==> config.mk <==
export PLATFORM = sky130hd
export DESIGN_NAME = half_subtractor
export DESIGN_NICKNAME = d
export VERILOG_FILES = /design/src/rtl/half_subtractor.sv
export SDC_FILE = /design/constraint.sdc
export NUM_CORES = 1
export LEC_CHECK = 0
export CAP_MARGIN = 40
export CORE_MARGIN = 4
export CORE_UTILIZATION = 40
export CTS_CLUSTER_DIAMETER = 200
export DETAILED_ROUTE_END_ITERATION = 10
export GPL_TIMING_DRIVEN = 0
export MAX_ROUTING_LAYER = met4
export PLACE_DENSITY = 0.69
export SYNTH_ARGS = -nofsm -noshare
export SYNTH_HDL_FRONTEND = slang
export SYNTH_SLANG_ARGS = --single-unit
==> constraint.sdc <==
create_clock -name clk -period 1.45 [get_ports clk]
set_clock_uncertainty 0.2 [all_clocks]
set_input_delay 0.3625 -clock clk [delete_from_list [all_inputs] [get_ports clk]]
set_output_delay 0.3625 -clock clk [all_outputs]
set_load 0.05 [all_outputs]
==> src/rtl/half_subtractor.sv <==
// Registered multi-lane 1-bit half subtractor (a - b per lane) with a
// saturating count of accepted vectors that produced any borrow.

module half_subtractor_lane (
    input  logic a,
    input  logic b,
    output logic diff,
    output logic borrow
);
    assign diff   = a ^ b;
    assign borrow = ~a & b;
endmodule

module half_subtractor #(
    parameter int WIDTH = 1,
    parameter int CNT_W = 8
) (
    input  logic             clk,
    input  logic             rst_n,
    input  logic             in_valid,
    input  logic [WIDTH-1:0] a,
    input  logic [WIDTH-1:0] b,
    input  logic             cnt_clr,
    output logic             out_valid,
    output logic [WIDTH-1:0] diff,
    output logic [WIDTH-1:0] borrow,
    output logic             borrow_any,
    output logic [CNT_W-1:0] borrow_cnt
);
    localparam int STAGES = 1;
    localparam logic [CNT_W-1:0] CNT_MAX = '1;

    typedef struct packed {
        logic [WIDTH-1:0] a;
        logic [WIDTH-1:0] b;
    } req_t;

    typedef struct packed {
        logic [WIDTH-1:0] diff;
        logic [WIDTH-1:0] borrow;
        logic             any;
    } rsp_t;

    req_t             req;
    rsp_t             rsp_c;
    rsp_t             rsp_q;
    logic [STAGES:0]  vld_pipe;
    logic [CNT_W-1:0] cnt_q;

    assign req.a = a;
    assign req.b = b;

    for (genvar i = 0; i < WIDTH; i++) begin : g_lane
        half_subtractor_lane u_lane (
            .a      (req.a[i]),
            .b      (req.b[i]),
            .diff   (rsp_c.diff[i]),
            .borrow (rsp_c.borrow[i])
        );
    end

    assign rsp_c.any = |rsp_c.borrow;

    assign vld_pipe[0] = in_valid;

    always_ff @(posedge clk) begin
        if (!rst_n) begin
            vld_pipe[STAGES:1] <= '0;
        end else begin
            vld_pipe[STAGES:1] <= vld_pipe[STAGES-1:0];
        end
    end

    // Results only load on accepted vectors, so idle-cycle inputs never reach the outputs.
    always_ff @(posedge clk) begin
        if (!rst_n) begin
            rsp_q <= '0;
        end else if (in_valid) begin
            rsp_q <= rsp_c;
        end
    end

    // Clear wins over the old count but still lets a same-cycle borrow count as one.
    always_ff @(posedge clk) begin
        if (!rst_n) begin
            cnt_q <= '0;
        end else if (cnt_clr) begin
            cnt_q <= (in_valid && rsp_c.any) ? CNT_W'(1) : '0;
        end else if (in_valid && rsp_c.any && cnt_q != CNT_MAX) begin
            cnt_q <= cnt_q + CNT_W'(1);
        end
    end

    assign out_valid  = vld_pipe[STAGES];
    assign diff       = rsp_q.diff;
    assign borrow     = rsp_q.borrow;
    assign borrow_any = rsp_q.any;
    assign borrow_cnt = cnt_q;
endmodule

=== Word-level counts from Yosys, hierarchy flattened ===
Index checks and enable logic that the tools add are counted.

* Word-level logic and storage cells: 15
* Register bits: 11
* Output and inout bits: 12
* Input bits: 6

* Equality and inequality tests: 1
* Bitwise operators: 3
* Add/subtract/negate cells: 1
* Reduce and logical (&&, ||, !) cells: 3
* Multiplexer cells: 3

{| class="wikitable"
|+ Operator list
! kind !! count
|-
| two-way mux 8 bit || 2
|-
| adder 8 x 1 -> 8 bit, second input constant || 1
|-
| inequality test 8 bit, second input constant || 1
|-
| logical AND 1 bit || 2
|-
| nonzero test 2 bit || 1
|-
| AND 1 bit || 1
|-
| two-way mux 1 bit || 1
|-
| NOT 1 bit || 1
|-
| XOR 1 bit || 1
|}

=== Logic depth before layout (Yosys ltp) ===
Gate-level depths: netlist (run 1).

* Depth after elaboration: 6
* Gate-level depth with buffers: 5
* Gate-level depth less buffers: 5

=== Cells and area by module ===
Synthesis (run 1) repeated with hierarchy kept, for this count alone.

* Cells, all modules: 65
* Area, all modules: 588.1 sq um

{| class="wikitable"
|+ Modules (own cells, without submodules)
! module !! sequential area each (sq um) !! area an instance (sq um) !! times used !! cells each
|-
| half_subtractor || 220.2 || 568.0 || 1 || 62
|-
| half_subtractor_lane || 0.0 || 20.0 || 1 || 3
|}

=== Least setup slack after synthesis (run 1) ===
OpenSTA, ideal clock, no wires.

* Kind: flip-flop to flip-flop
* From: register cnt_q[0], in the netlist borrow_cnt[0]
* To: register cnt_q[5], in the netlist borrow_cnt[5]
* Arrival: 1.566 ns
* Library setup time: 0.078 ns
* Buffers on the path: 0
* Required time: 1.172 ns
* Slack: -0.394 ns
* Period minus slack after synthesis: 1.844 ns
* Stages on the path, launching flop included: 5
* Cell sequence: dfxtp_1 > ha_1 > and4_1 > and4bb_1 > nor3_1

* Word-level cells in the longest chain between the ends: 3
* Elaborated cells between the ends (all ways): 6
* Classes of those cells: add/sub (1); eq/ne (1); mux (2); reduce/logical (2)

{| class="wikitable"
|+ RTL lines
! element !! line !! source
|-
| start, declared || 48 || <nowiki>logic [CNT_W-1:0] cnt_q;</nowiki>
|-
| start signal, assigned || 88 || <nowiki>cnt_q <= (in_valid && rsp_c.any) ? CNT_W'(1) : '0;</nowiki>
|-
| start signal, assigned || 90 || <nowiki>cnt_q <= cnt_q + CNT_W'(1);</nowiki>
|-
| adder 8 x 1 -> 8 bit / inequality test 8 bit (equally long branches) || 90, 89 ||
|-
| two-way mux 8 bit / logical AND 1 bit (equally long branches) || 89 || <nowiki>end else if (in_valid && rsp_c.any && cnt_q != CNT_MAX) begin</nowiki>
|-
| two-way mux 8 bit / nonzero test 2 bit (equally long branches) || n/a ||
|}

Several ways; a longest one is shown, not always the timed one. The select of a mux whose other input is x is not followed.
A chain may end at the register's enable or synchronous reset.

=== Worst setup path after layout (run 1) ===
* From: register cnt_q[3], in the netlist borrow_cnt[3]
* To: register cnt_q[0], in the netlist borrow_cnt[0]

* Word-level cells in the longest chain between the ends: 3

{| class="wikitable"
|+ RTL lines
! element !! line
|-
| inequality test 8 bit || 89
|-
| logical AND 1 bit || 89
|-
| nonzero test 2 bit (no line) || n/a
|}

No other way between the ends.

==> results_dict.tcl, run 1 <==
set metrics [dict create \
    drive_above_1_share_pct 54.8 \
    cp-end-kind "flop" \
    synth_nets 72 \
    vdd_ir_drop_max_mv 0.534 \
    antenna_found_initial 0 \
    dr.pass1.iters 4 \
    critPathLaunchType "flop" \
    numCtsBuffers 3 \
    syn_inst 64 \
    post_cts_buffers 0 \
    synth-edff-count 0 \
    grt_max_degree 11 \
    numClockSinks 11 \
    hold_depth 2 \
    synthSimpleGateAreaFrac_pct 23.5 \
    slew_viol_final 0 \
    crit_fanout 8 \
    dp_hpwl_mm 1.21 \
    portBuffers 16 \
    relSlewSlack_pct 83.4 \
    fin_hold_ws_ps 170 \
    synth_area_leaders "dfxtp_1 37%, nand2_1 4.4%, a21oi_1 4.2%" \
    num_antenna_cells 0 \
    avgRoutedWirePerCell_um 16.9 \
    placed_cells 95 \
    synth_compound_area_share_pct 24.7 \
    clk_latency_ps 280 \
    place_congestion 0.748 \
    cts_tree "built" \
    yosysWarnings 0 \
    grt-ovfl-total 0 \
    dieHeight_um 46.8 \
    tightest_slew_ps 248 \
    drtIter0Drc 30 \
    die_w_um 46.8 \
    crit_required_ps 1440 \
    hold_end "out_valid$_SDFF_PN0_" \
    r2r_start "borrow_cnt[3]$_SDFFE_PN0P_" \
    fin_crit_ps 1430 \
    min_period_over_period_pct 98.9 \
    yosysSeqAreaShare_pct 36.6 \
    final_core_util_pct 66.3 \
    power_density_mw_per_mm2 682 \
    grt_pass1_wl_mm 2.64 \
    fin_nets 93 \
    crit_type "flop to flop" \
    muxShareOfSynthArea_pct 1.66 \
    synthXorXnorAreaFrac_pct 0 \
    cts_htree_levels 1 \
    synth_top_family_by_area "compound AO/OA/AOI/OAI gates" \
    ios 18 \
    yosys.area.top_type "dfxtp_1" \
    r2r_slack_ps 20 \
    power_leakage_nw 0.352 \
    synth_fa_ha_area_share_pct 4.16 \
    rr_worst_depth 5 \
    initial_core_util_pct 44.0 \
    core_area_mm2 0.00137 \
    outcome "finished clean" \
    syn_to_final_growth_pct 50.5 \
    grt_pass1_vias 554 \
    setup_viol 0 \
    wl_mm 1.68 \
    root_buffer "clkbuf_4" \
    rsz0062_at_grt "yes" \
    holdCritPathClass "primary input to flop" \
    dieArea_mm2 0.00219 \
    ys_types 28 \
    r2r_end "borrow_cnt[0]$_SDFFE_PN0P_" \
    syn_avg_cell_area_um2 9.40 \
    synth_area_um2 602 \
    hold_path.startpoint "in_valid" \
    dpl_cell_area_um2 841 \
    max_cap_viol_count 0 \
    tns_ps 0 \
    drc 0 \
    track_usage_pct 18.4 \
    clockBufferDepth 2 \
    yosys_most_used_dff "dfxtp_1" \
    num_vias 605 \
    fmax_mhz 697 \
    synthArstFlopShare_pct 0 \
    hold_viol_final 0 \
    clk_pin_slew_ps 80 \
    synth_top_area_share_pct 36.6 \
    vias_per_cell 6.11 \
    rows 13 \
    ys_ff_latch 11 \
    instances_no_fill 99 \
    final_area_um2 906 \
    ant_nets 0 \
    worstPathArrival_ps 1430 \
]
## state kept, by name, indices dropped and copies added (netlist names)
signal and flops:
out_valid 1, borrow_cnt 8, diff 1, borrow_any 1
## stage by stage
stage | worst slack, ps | power, mW
after floorplan | -16.4 | 0.367
after global placement | -494 | 0.400
after detailed placement | -526 | 0.403
after CTS | 3.47 | 0.616
after global routing | -24.5 | 0.649
final | 15.7 | 0.618
## worst max path at each step
stage / from / endpoint / slack (ps)
finish: borrow_cnt[3]$_SDFFE_PN0P_ / borrow_cnt[0]$_SDFFE_PN0P_ / 20
global route: borrow_cnt[1]$_SDFFE_PN0P_ / borrow_cnt[5]$_SDFFE_PN0P_ / -20
CTS: borrow_cnt[0]$_SDFFE_PN0P_ / borrow_cnt[5]$_SDFFE_PN0P_ / 3
detailed placement: a / borrow_cnt[5]$_SDFFE_PN0P_ / -530
global placement: a / borrow_cnt[3]$_SDFFE_PN0P_ / -490
floorplan: borrow_cnt[0]$_SDFFE_PN0P_ / borrow_cnt[5]$_SDFFE_PN0P_ / -20
## critical path, cell delays in order (launching register included)
cell and delay [ps]:
dfxtp_4 350, buf_6 130, and3_4 140, buf_6 130
a211o_2 330, o221ai_2 60
## power by group
part / internal [mW] / switching (mW)
Clock: 0.107 / 0.115
Sequential: 0.299 / 0.00527
Combinational: 0.0362 / 0.0554
## logic make-up after synthesis
group           after synthesis
fa+ha+maj                     2
flops                        11
buf+inv                       8
simple gates                 24
compound gates               18
mux                           1
## synth_stat cells (all sizes together), types with 2 or more instances
cell and count:
inv 3, nand3 3, ha 2, a41oi 2, buf 5, nor3 3
and4 3, nand2 7, a211oi 3, a21oi 5, and2 2, nand4 2
o211a 2, dfxtp 11
## timing repair
action | CTS | global route
hold buffers | 0 | 0
endpoints found under the hold margin | 0 | 0
gates resized for setup | 81 | 11
pin swaps | 3 | 3
setup endpoints to repair | 20 | 13
## area by class of cell
type	count	area (um^2)
buffer	5	48.8
clock buffer	4	26.3
tap	15	18.8
inverter	3	11.3
timing repair buffer	16	146
sequential	11	246
multi-input combinational	45	408
fill	126	460
## cells in the final DEF (no fill, tap or decap), types with 2 or more instances in the layout
| cell type | netlist | layout |
|---|---|---|
| nand2_1 | 7 | 7 |
| dfxtp_1 | 11 | 2 |
| buf_4 | 3 | 5 |
| nor3_1 | 3 | 2 |
| a21oi_1 | 5 | 4 |
| a211oi_2 | 0 | 2 |
| nand3_1 | 3 | 3 |
| clkbuf_4 | 0 | 6 |
| and4_4 | 1 | 2 |
| dfxtp_4 | 0 | 6 |
| nand4_1 | 2 | 2 |
| a41oi_2 | 1 | 2 |
| ha_4 | 0 | 2 |
| buf_6 | 2 | 7 |
| dfxtp_2 | 0 | 3 |
| dlygate4sd2_1 | 0 | 3 |
| o211a_1 | 2 | 2 |
| inv_1 | 3 | 2 |
## layer usage
layer	GRT usage (%)	part of all wire (%)
met5	-	0
met4	12.7	2.6
met3	3.45	6.6
met2	27.1	49
met1	22.4	41
Note: power is estimated with default switching activity, not from simulation.
==> run 2: changes to the inputs <==
Settings changed: CTS_CLUSTER_SIZE set to 40.
==> results of run 2 <==
Final layout, timing and power as in run 1 (identical DEF).
==> variant 1, RTL diff (config.mk and constraints of run 1) <==
Add an input register stage for `in_valid` and `cnt_clr`, with the module's reset; this delays them by one clock. The other inputs are not delayed to match.
--- a/src/rtl/half_subtractor.sv
+++ b/src/rtl/half_subtractor.sv
@@ -41,6 +41,19 @@
         logic             any;
     } rsp_t;
 
+    logic in_valid_q;
+    logic cnt_clr_q;
+
+    always_ff @(posedge clk) begin
+        if (!rst_n) begin
+            in_valid_q <= '0;
+            cnt_clr_q  <= '0;
+        end else begin
+            in_valid_q <= in_valid;
+            cnt_clr_q  <= cnt_clr;
+        end
+    end
+
     req_t             req;
     rsp_t             rsp_c;
     rsp_t             rsp_q;
@@ -61,7 +74,7 @@
 
     assign rsp_c.any = |rsp_c.borrow;
 
-    assign vld_pipe[0] = in_valid;
+    assign vld_pipe[0] = in_valid_q;
 
     always_ff @(posedge clk) begin
         if (!rst_n) begin
@@ -75,7 +88,7 @@
     always_ff @(posedge clk) begin
         if (!rst_n) begin
             rsp_q <= '0;
-        end else if (in_valid) begin
+        end else if (in_valid_q) begin
             rsp_q <= rsp_c;
         end
     end
@@ -84,9 +97,9 @@
     always_ff @(posedge clk) begin
         if (!rst_n) begin
             cnt_q <= '0;
-        end else if (cnt_clr) begin
-            cnt_q <= (in_valid && rsp_c.any) ? CNT_W'(1) : '0;
-        end else if (in_valid && rsp_c.any && cnt_q != CNT_MAX) begin
+        end else if (cnt_clr_q) begin
+            cnt_q <= (in_valid_q && rsp_c.any) ? CNT_W'(1) : '0;
+        end else if (in_valid_q && rsp_c.any && cnt_q != CNT_MAX) begin
             cnt_q <= cnt_q + CNT_W'(1);
         end
     end
Formal check against the unedited RTL: not equivalent (Yosys sat finds a counterexample within 4 cycles, from zero or initial values and one cycle with rst_n low).
==> variant 1 against run 1 <==
The run now ends with setup timing left; combinational power shrank 20%; hold slack improved by 110 ps; sequential cell count grew 2; sequential share of layout area up 3.0 points; design area up 6.9%; power rose by 4.7%; worst setup slack got worse by 61 ps; area after synthesis decreased by 0.83%; critical path type unchanged; via count is 3.5% lower; wire length decreased by 12%.
==> variant 1: results (changes against run 1) <==
[worst_setup_path]
rr_endpoint = borrow_cnt[5]  ; was borrow_cnt[0]
critPathSlowestCell = or4_4  ; was dfxtp_4
max_stage_delay_ps = 480  ; was 350 ps
startpoint = borrow_cnt[0]  ; was borrow_cnt[3]
worstPathMaxFanout = 5  ; was 8
cp.arrival_ps = 1500  ; was 1430 ps
crit_family = simple AND/OR/NAND/NOR gates  ; was compound AO/OA/AOI/OAI gates
worstRegToRegCells = 4  ; was 5

[placement]
gp_congestion = 0.722  ; was 0.748
postPlaceCellArea_sq_um = 866  ; was 841 sq um
dp_slack_ps = -717  ; was -526 ps
dp.cells = 97  ; was 95
io_buffers = 17  ; was 16
dp_hpwl_um = 1010  ; was 1210 um

[clock_tree]
clk_pin_slew_ps = 70
postCtsSetupBuffers = 4  ; was 0
cts_resized = 84  ; was 81

[final_layout]
drive_gt1_share_pct = 58.2  ; was 54.8%
fillers = 111  ; was 126
seq_area_sq_um = 293  ; was 246 sq um
fin_nets = 100  ; was 93

[outcome]
violations = setup timing
status = finished with violations  ; was completed

[power_and_ir_drop]
ir_drop_mv = 0.619  ; was 0.534 mV

[synth]
syn-num-nets = 73  ; was 72
syn_area_per_cell_sq_um = 9.18  ; was 9.40 sq um
yosys.cell_types.count = 32  ; was 28
synth_area_leaders = dfxtp_1, and2_1, ha_1, nor2_1, a21oi_1  ; was dfxtp_1, nand2_1, a21oi_1, ha_1, a211oi_1
synthTopCellsByCount = dfxtp_1, nor2_1, a21oi_1, and2_1, nand2_1  ; was dfxtp_1, nand2_1, a21oi_1
yosysSeqAreaShare_pct = 43.6  ; was 36.6%

[sta]
setup_viol_count_final = 4  ; was 0
worst_slack_ps = -45.3  ; was 15.7 ps
clock.fmax_mhz = 669  ; was 697 MHz
whs_ps = 280  ; was 170 ps
setup_tns_ps = -81.8  ; was 0 ps
maxSlewHeadroom_pct = 80.0  ; was 83.4%

[grt]
gr-usage-met3_pct = 5.86  ; was 3.45%
track_usage_pct = 15.9  ; was 18.4%
met1_usage_pct = 20.0  ; was 22.4%
gr-usage-met2_pct = 24.2  ; was 27.1%
grt_pass1_wl_um = 2360  ; was 2640 um
grt_pass1_vias = 512  ; was 554
grt_start_max_net_pins = 9  ; was 11

[min_path]
hold_path.class = flop to flop  ; was input pin to flop
min_path_cells = 1  ; was 2
hold_path_end = diff  ; was out_valid
worstHoldStart = diff  ; was in_valid

[routing]
wl_met2_um = 744  ; was 828 um
finalWirelength_um = 1480  ; was 1680 um
via_count = 584  ; was 605
wl_met1_um = 599  ; was 693 um
wl_met3_um = 123  ; was 111 um
routedWlPerCell_um = 13.9  ; was 16.9 um

## variant 1: cell types whose count changed in the layout (fill, tap and decap cells not counted), moves of 3 or more
cell and change:
nand2_1 -3, nor2_1 +4, buf_4 +10, buf_6 -6
## variant 1: area by class of cell
| cell class | instances | share of cell area, % |
|---|---|---|
| multi-input combinational | 47 | 42.5 |
| clock buffer | 4 | 2.71 |
| sequential | 13 | 30.2 |
| tap | 15 | 1.94 |
| timing repair buffer | 25 | 21.1 |
| inverter | 2 | 1.55 |
## variant 1: cell families after synthesis
group           after synthesis  share of synthesized area, %
simple gates                 29                          27.5
compound gates               13                          14.7
flops                        13                          43.6
buf+inv                       5                          5.03
mux                           2                          3.56
fa+ha+maj                     2                          4.19
xor+xnor                      1                          1.47
## variant 1: report_power, final
part           switching [W]  internal, W  leakage (nW)
registers         0.00000638     0.000351         0.113
clock network       0.000110     0.000107        0.0150
logic              0.0000414    0.0000317         0.265
total               0.000158     0.000489         0.393
==> variant 2, RTL diff (flow settings as in run 1) <==
Without the edit above. The parameter `CNT_W` goes from 8 to 10.
--- a/src/rtl/half_subtractor.sv
+++ b/src/rtl/half_subtractor.sv
@@ -13,7 +13,7 @@
 
 module half_subtractor #(
     parameter int WIDTH = 1,
-    parameter int CNT_W = 8
+    parameter int CNT_W = 10
 ) (
     input  logic             clk,
     input  logic             rst_n,
Ports: changed (resized borrow_cnt); port bits go from 18 to 20. No check against the original RTL was run, so the function may have changed too.
==> variant 2 against run 1 <==
Hold slack gained 120 ps; core utilization rose by 8.9 points; design area is 27% higher; the flow now finishes with violations (setup timing); sequential cell count up 2; die area is 6.3% higher; critical path type unchanged; synthesized cell count is 9.4% higher; highest routed layer unchanged; final cell count grew 30%; area after synthesis is 7.7% higher; global-route usage rose by 1.5 points; worst setup slack lost 110 ps; wire length increased by 15%; power grew 7.5%.
==> variant 2: results (changes against run 1) <==
[sta]
worst_slack_ps = -92.6  ; was 15.7 ps
whs_ps = 288  ; was 170 ps
maxSlewHeadroom_pct = 80.2  ; was 83.4%
setup_tns_ps = -188  ; was 0 ps
setup_viol_count_final = 6  ; was 0

[worst_setup_path]
max_stage_delay_ps = 360
cp.arrival_ps = 1550  ; was 1430 ps
r2r_start = borrow_cnt[5]  ; was borrow_cnt[3]
rr_endpoint = borrow_cnt[0]  ; unchanged
critPathSlowestCell = dfxtp_4  ; unchanged
worstPathMaxFanout = 6  ; was 8
path_class = flop to flop  ; unchanged
worstRegToRegCells = 5  ; unchanged
crit_family = simple AND/OR/NAND/NOR gates  ; was compound AO/OA/AOI/OAI gates

[clock_tree]
cts-buffers-inserted = 3  ; unchanged
ctsHoldBuffers = 0  ; unchanged
clk_pin_slew_ps = 80  ; about the same
clk_latency_ps = 280  ; about the same
htreeDepth = 1  ; unchanged
ctsLongestPathBuffers = 2  ; unchanged
clockRootBuffer = clkbuf_4  ; unchanged

[power_and_ir_drop]
ir_drop_mv = 0.460  ; was 0.534 mV
leakage_nw = 0.505  ; was 0.352 nW

[routing]
drtIter0Drc = 25  ; was 30
finalWirelength_um = 1940  ; was 1680 um
first_pass_iters = 4  ; unchanged
via_count = 719  ; was 605

[final_layout]
largest_reg_flops = 10  ; was 8
fin_nets = 122  ; was 93
fillers = 115  ; was 126
drive_gt1_share_pct = 60.2  ; was 54.8%
antenna_cells = 0  ; unchanged

[synth]
yosys.cell_types.count = 32  ; was 28
syn-num-nets = 78  ; was 72
yosysWarnings = 0  ; unchanged
synthTopCellsByCount = dfxtp_1, a31oi_1, nand2_1, nor2_1  ; was dfxtp_1, nand2_1, a21oi_1
yosysSeqAreaShare_pct = 40.2  ; was 36.6%
synth_area_leaders = dfxtp_1, a31oi_1, and4_1, ha_1, a31oi_4  ; was dfxtp_1, nand2_1, a21oi_1, ha_1, a211oi_1
async_flop_share_pct = 0  ; unchanged

[min_path]
min_path_cells = 1  ; was 2
hold_path.class = flop to flop  ; was input pin to flop
worstHoldStart = diff  ; was in_valid
hold_path_end = diff  ; was out_valid

[grt]
grt_pass1_vias = 665  ; was 554
grt_pass1_wl_um = 3100  ; was 2640 um
gr-usage-met3_pct = 3.32  ; was 3.45%
met1_usage_pct = 24.9  ; was 22.4%
track_usage_pct = 19.9  ; was 18.4%
gr-usage-met2_pct = 31.5  ; was 27.1%
grt_antenna_before_repair = 0  ; unchanged
grt_start_max_net_pins = 10  ; was 11

[placement]
gp_congestion = 0.777  ; was 0.748
io_buffers = 19  ; was 16
dp_hpwl_um = 1090  ; was 1210 um

[outcome]
status = finished with violations  ; was completed
violations = setup timing

[variant 2: timing repair]
item	CTS	global route
buffers inserted	19	3
cloned	0	0
resized for setup	92	12
setup endpoints to repair	24	14
pin swaps	5	13
[variant 2: final cells by class]
cell class                      instances  area, sq um  area share [%]
Clock buffer                            4         26.3            2.29
Buffer                                  3         33.8            2.95
Sequential cell                        13          299            26.1
Multi-Input combinational cell         51          429            37.4
Tap cell                               16         20.0            1.75
Inverter                                1         3.75           0.328
Timing Repair Buffer                   41          334            29.1
[variant 2: per-stage QoR]
step	instance area (sq um)	std cells	utilization [%]	setup slack, ps	total power (W)
CTS	1080	126	71.1	-74.4	0.000666
detailed placement	942	105	61.8	-557	0.000442
global route	1150	129	75.2	-147	0.000700
global placement	942	105	61.8	-538	0.000440
finish	1150	129	75.2	-92.6	0.000664
floorplan	732	70	-	-138	0.000404
[variant 2: routing by layer]
metal,vias up,share of wire [%]
li1,347,-
met1,337,40
met2,25,51
met3,10,5.6
met4,0,2.9
met5,-,0
[variant 2: power breakdown]
part	internal (W)	switching (W)
registers	0.000345	0.00000356
clock network	0.000107	0.000121
logic	0.0000372	0.0000506
[variant 2: logic make-up after synthesis]
family | count (synthesis) | synth area share (%)
xor gates and xnor gates | 1 | 1.35
AOI/OAI and AO/OA | 17 | 20.8
buffers and inverters | 6 | 5.40
DFF | 13 | 40.2
and+or+nand+nor | 29 | 25.3
adders and majority gates | 2 | 3.86
muxes | 2 | 3.09
[variant 2: worst max path at each step]
stage               endpoint  slack (ps)  cells past startpoint
5_1_grt        borrow_cnt[0]        -150                      5
3_5_place_dp   borrow_cnt[7]        -560                      8
6_report       borrow_cnt[0]         -90                      5
3_3_place_gp   borrow_cnt[7]        -540                      8
4_1_cts        borrow_cnt[0]         -70                      5
2_1_floorplan  borrow_cnt[0]        -140                      5
